--- src/rtl/sync_pulse_gen.sv ---
// -----------------------------------------------------------------------------
// sync_pulse_gen
//
// Programmable pulse-train generator on a single clock. A start request
// sampled while idle launches N pulses on dout, each HIGH for H clocks and
// LOW for L clocks, followed by a one-clock done strobe. Length and count
// inputs are captured when the train starts and ignored afterwards.
//
// Ports:
//   clock       system clock, all logic on the rising edge
//   rst_n       asynchronous active-low reset
//   start       request a pulse train (honoured only while idle)
//   abort       synchronous stop request, beats start, ignored when idle/FIN
//   high_len    HIGH phase length in clocks (0 behaves as 1)
//   low_len     LOW phase length in clocks (0 behaves as 1)
//   num_pulses  number of pulses in the train (0 gives an empty train)
//   dout        generated waveform, straight from a flop
//   busy        high during every HIGH and LOW clock of a train
//   done        one-clock completion strobe (also after abort / empty train)
//   pulse_idx   number of pulses started in the current/last train
// -----------------------------------------------------------------------------
module sync_pulse_gen #(
    parameter int CNT_W = 8
) (
    input  logic             clock,
    input  logic             rst_n,
    input  logic             start,
    input  logic             abort,
    input  logic [CNT_W-1:0] high_len,
    input  logic [CNT_W-1:0] low_len,
    input  logic [CNT_W-1:0] num_pulses,
    output logic             dout,
    output logic             busy,
    output logic             done,
    output logic [CNT_W-1:0] pulse_idx
);

    typedef enum logic [1:0] {
        ST_IDLE = 2'd0,
        ST_HIGH = 2'd1,
        ST_LOW  = 2'd2,
        ST_FIN  = 2'd3
    } state_t;

    state_t           state_r;
    logic [CNT_W-1:0] phase_cnt_r;   // clocks remaining in the current phase, minus one
    logic [CNT_W-1:0] high_len_r;
    logic [CNT_W-1:0] low_len_r;
    logic [CNT_W-1:0] num_r;
    logic [CNT_W-1:0] high_eff_s;
    logic [CNT_W-1:0] low_eff_s;

    // A zero phase length would make a phase vanish; treat it as one clock.
    function automatic logic [CNT_W-1:0] at_least_one(input logic [CNT_W-1:0] v);
        return (v == {CNT_W{1'b0}}) ? CNT_W'(1) : v;
    endfunction

    // Clamped phase lengths presented at the start sample.
    always_comb begin
        high_eff_s = at_least_one(high_len);
        low_eff_s  = at_least_one(low_len);
    end

    // Train sequencer with all outputs registered.
    always_ff @(posedge clock or negedge rst_n) begin
        if (!rst_n) begin
            state_r     <= ST_IDLE;
            phase_cnt_r <= {CNT_W{1'b0}};
            high_len_r  <= CNT_W'(1);
            low_len_r   <= CNT_W'(1);
            num_r       <= {CNT_W{1'b0}};
            dout        <= 1'b0;
            busy        <= 1'b0;
            done        <= 1'b0;
            pulse_idx   <= {CNT_W{1'b0}};
        end else begin
            case (state_r)
                ST_IDLE: begin
                    done <= 1'b0;
                    // abort in idle is a no-op but still masks a same-cycle start
                    if (start && !abort) begin
                        high_len_r <= high_eff_s;
                        low_len_r  <= low_eff_s;
                        num_r      <= num_pulses;
                        if (num_pulses != {CNT_W{1'b0}}) begin
                            state_r     <= ST_HIGH;
                            dout        <= 1'b1;
                            busy        <= 1'b1;
                            pulse_idx   <= CNT_W'(1);
                            phase_cnt_r <= high_eff_s - CNT_W'(1);
                        end else begin
                            // empty train: straight to the completion strobe
                            state_r   <= ST_FIN;
                            dout      <= 1'b0;
                            busy      <= 1'b0;
                            done      <= 1'b1;
                            pulse_idx <= {CNT_W{1'b0}};
                        end
                    end else begin
                        state_r <= ST_IDLE;
                    end
                end

                ST_HIGH: begin
                    if (abort) begin
                        state_r <= ST_FIN;
                        dout    <= 1'b0;
                        busy    <= 1'b0;
                        done    <= 1'b1;
                    end else if (phase_cnt_r == {CNT_W{1'b0}}) begin
                        state_r     <= ST_LOW;
                        dout        <= 1'b0;
                        phase_cnt_r <= low_len_r - CNT_W'(1);
                    end else begin
                        phase_cnt_r <= phase_cnt_r - CNT_W'(1);
                    end
                end

                ST_LOW: begin
                    if (abort) begin
                        state_r <= ST_FIN;
                        dout    <= 1'b0;
                        busy    <= 1'b0;
                        done    <= 1'b1;
                    end else if (phase_cnt_r == {CNT_W{1'b0}}) begin
                        // pulse_idx never exceeds num_r, so the increment cannot wrap
                        if (pulse_idx < num_r) begin
                            state_r     <= ST_HIGH;
                            dout        <= 1'b1;
                            pulse_idx   <= pulse_idx + CNT_W'(1);
                            phase_cnt_r <= high_len_r - CNT_W'(1);
                        end else begin
                            state_r <= ST_FIN;
                            busy    <= 1'b0;
                            done    <= 1'b1;
                        end
                    end else begin
                        phase_cnt_r <= phase_cnt_r - CNT_W'(1);
                    end
                end

                ST_FIN: begin
                    // start and abort are both ignored here
                    state_r <= ST_IDLE;
                    done    <= 1'b0;
                end

                default: begin
                    state_r <= ST_IDLE;
                    dout    <= 1'b0;
                    busy    <= 1'b0;
                    done    <= 1'b0;
                end
            endcase
        end
    end

endmodule

--- config.mk ---
export PLATFORM = sky130hd
export DESIGN_NAME = sync_pulse_gen
export DESIGN_NICKNAME = d
export VERILOG_FILES = /design/src/rtl/sync_pulse_gen.sv
export SDC_FILE = /design/constraint.sdc
export NUM_CORES = 1
export LEC_CHECK = 0
export CAP_MARGIN = 0
export CORE_MARGIN = 2
export CORE_UTILIZATION = 55
export CTS_BUF_LIST = sky130_fd_sc_hd__clkbuf_4 sky130_fd_sc_hd__clkbuf_8 sky130_fd_sc_hd__clkbuf_16
export DETAILED_ROUTE_END_ITERATION = 7
export GPL_TIMING_DRIVEN = 1
export PLACE_DENSITY = 0.84
export SYNTH_ARGS = -nofsm -noshare
export SYNTH_HDL_FRONTEND = slang
export SYNTH_SLANG_ARGS = --single-unit
--- constraint.sdc ---
create_clock -name clock -period 2.6 [get_ports clock]
set_input_delay 0.26 -clock clock [delete_from_list [all_inputs] [get_ports clock]]
set_output_delay 0.26 -clock clock [all_outputs]
set_load 0.02 [all_outputs]
==> flow_metrics.tcl <==
set metrics [dict create \
    outcome "finished, final reports clean" \
    min-delay-path-class "input pin to async pin" \
    final_hold_viol_count 0 \
    power.leakage_uw 0.001627 \
    gp_congestion 0.8563 \
    synthSimpleGateAreaFrac 0.1495 \
    final_cell_count_no_fill 446 \
    routedWlPerCell_um 16.67 \
    path_clk_slew_ns 0.09 \
    ant_nets 0 \
    synthFlopType "dfrtp_1" \
    required_ns 2.80 \
    die_w_um 78.32 \
    first_global_vias 2680 \
    firstDrtPassIters 5 \
    critical-path-top-delay-family "compound AO/OA/AOI/OAI gates" \
    drc 0 \
    place_ws_ns -0.04895 \
    viasPerCell 6.067 \
    routed_wl_um 7436 \
    rsz0062_at_grt "false" \
    min_period_over_period 0.9617 \
    fin_setup_tns_ns 0 \
    area_delta_synth_final_pct 23.11 \
    slew_headroom 0.3398 \
    crit_path_start_kind "register" \
    nets 419 \
    cp_slowest_cell "a311oi_1" \
    grt-ovfl-total 0 \
    ys_warn_count 0 \
    fin_skew_ns 0.009621 \
    vias 2706 \
    cts_setup_buffers 0 \
    synthDistinctLibCells 54 \
    synthArstFlopShare 1.000 \
    layout_setup_ws_ns 0.09947 \
    power.total_uw 4503 \
    fin_util 0.6919 \
    insertion_delay_ns 0.31 \
    antenna_found_initial 0 \
    drive_above_1_share 0.1551 \
    synth_xor_area_frac 0.05189 \
    crit_path_end_kind "register" \
    worst-setup-path-type "register to register" \
    num_io_pins 39 \
    grt_usage 0.2602 \
    finalCriticalPeriod_ns 2.501 \
    ys_ff_latch 45 \
    max_stage_delay_ns 0.57 \
    synth_edf_count 0 \
    avgSynthCellArea_um2 9.493 \
    rows 27 \
    drt_iter0_drc 280 \
    clock.fmax_mhz 399.9 \
    htree_levels 2 \
    synth_top_family_by_area "compound AO/OA/AOI/OAI gates" \
    core-area_um2 5405 \
    die_h_um 78.32 \
    antenna_cells 0 \
    synthAdderAreaFrac 0.07414 \
    cts_hold_buffers 0 \
    design.die.area_um2 6134 \
    crit_arrival_ns 2.70 \
    dp_hpwl_um 5523 \
    yosys-mux-area-fraction 0.1269 \
    syn_area_um2 3038 \
    io_buffers 38 \
    power_density_nw_per_um2 1204 \
    maxCapViolations 0 \
    final.fill_count 424 \
    clock-sinks 45 \
    post_cts_resized 0 \
    grt_max_degree 46 \
    setup_viol 0 \
    syn_nets 366 \
    grt_pass1_wl_um 12660 \
    cts_buffer_depth 2 \
    syn_inst 320 \
    cts_buffers 5 \
    slew_viol_final 0 \
    mostFrequentLayoutCell "dfrtp_1" \
    ys_seq_area_frac 0.3715 \
    path_cells "ha_1, a2111oi_0, o21ai_1, a311oi_1, mux2_1" \
    ir_worst_vdd_uv 629.4 \
    dp.cells 438 \
    regArea_um2 1129 \
    start_util 0.5620 \
    critPathMaxFanout 6 \
    tightest_slew_ns 0.9904 \
    cp_num_buf_inv 0 \
    layout_common_cells "dfrtp_1 (43), clkdlybuf4s50_1 (37), inv_1 (28)" \
    synth-compound-area-share 0.1734 \
    multiInputGateArea_um2 1749 \
    cts_tree "yes" \
    cts.root.buffer_cell "clkbuf_8" \
]
[synthesized netlist by cell type, types with 7 or more instances]
cell type   n  area share
inv_1      28       0.035
nor2_1     12       0.015
mux2_1      8       0.030
a31oi_1     8       0.016
nand3_1     7       0.012
ha_1       18       0.074
a21oi_1    15       0.025
xnor2_1    12       0.035
o21ai_0    20       0.033
mux2i_1     7       0.023
dfrtp_1    43        0.35
nand2_1    21       0.026
clkbuf_1    8      0.0099
mux2_2     20       0.074
[area by class of cell]
class	count	share of cell area
Multi-Input combinational cell	234	0.4677
Sequential cell	45	0.3018
Clock inverter	3	0.01740
Tap cell	72	0.02409
Clock buffer	5	0.01840
Timing Repair Buffer	59	0.1425
Inverter	28	0.02810
[final timing paths]
path | startpoint | to | slack (ns) | cells after the start
hold reg to reg | done | done | 0.50 | 1
min in group clock | done | done | 0.50 | 1
setup reg to reg | pulse_idx[1] | done | 0.1 | 5
setup / recovery | pulse_idx[1] | done | 0.1 | 5
max in group asynchronous | rst_n | high_len_r[7] | 1.87 | 1
hold / removal | rst_n | num_r[0] | 0.11 | 1
[stage by stage]
step / hold slack (ns) / area (um2)
final: 0.1084 / 3740
after global routing: 0.1853 / 3740
after CTS: 0.1529 / 3740
after detailed placement: 0.4822 / 3606
after global placement: 0.4768 / 3606
after floorplan: -0.03559 / 3038
[power by group]
group	internal [uW]	switching, uW
Sequential	1040	314
Combinational	1150	1370
Clock	382	250
[routing by layer]
layer  vias to the layer above  GRT usage  routed length, um
met5                         -          0                  0
met4                         0     0.1105                168
met3                        17    0.03678                505
met2                       114     0.4034               3443
met1                      1298     0.3664               3319
li1                       1277          -                  -
[registers in the layout (all words and copies together), names as in the netlist]
name	count
high_len_r	8
pulse_idx	8
phase_cnt_r	8
busy	1
low_len_r	8
num_r	8
state_r	2
dout	1
done	1
[cells by family (layout without fill, tap and decap cells)]
logic type | Yosys count | count (layout)
XOR/XNOR | 18 | 18
adder cells (fa/ha/maj) | 18 | 18
flip-flops | 45 | 45
AO/OA/AOI/OAI | 81 | 81
buffers and inverters | 41 | 95
multiplexers | 35 | 35
AND/OR/NAND/NOR | 82 | 82
[worst register-to-register path: stages (launching register included)]
cell and delay, ns:
dfrtp_1 0.42, ha_1 0.30, a2111oi_0 0.45, o21ai_1 0.29, a311oi_1 0.57, mux2_1 0.37
Note: power is estimated with default switching activity, not from simulation.
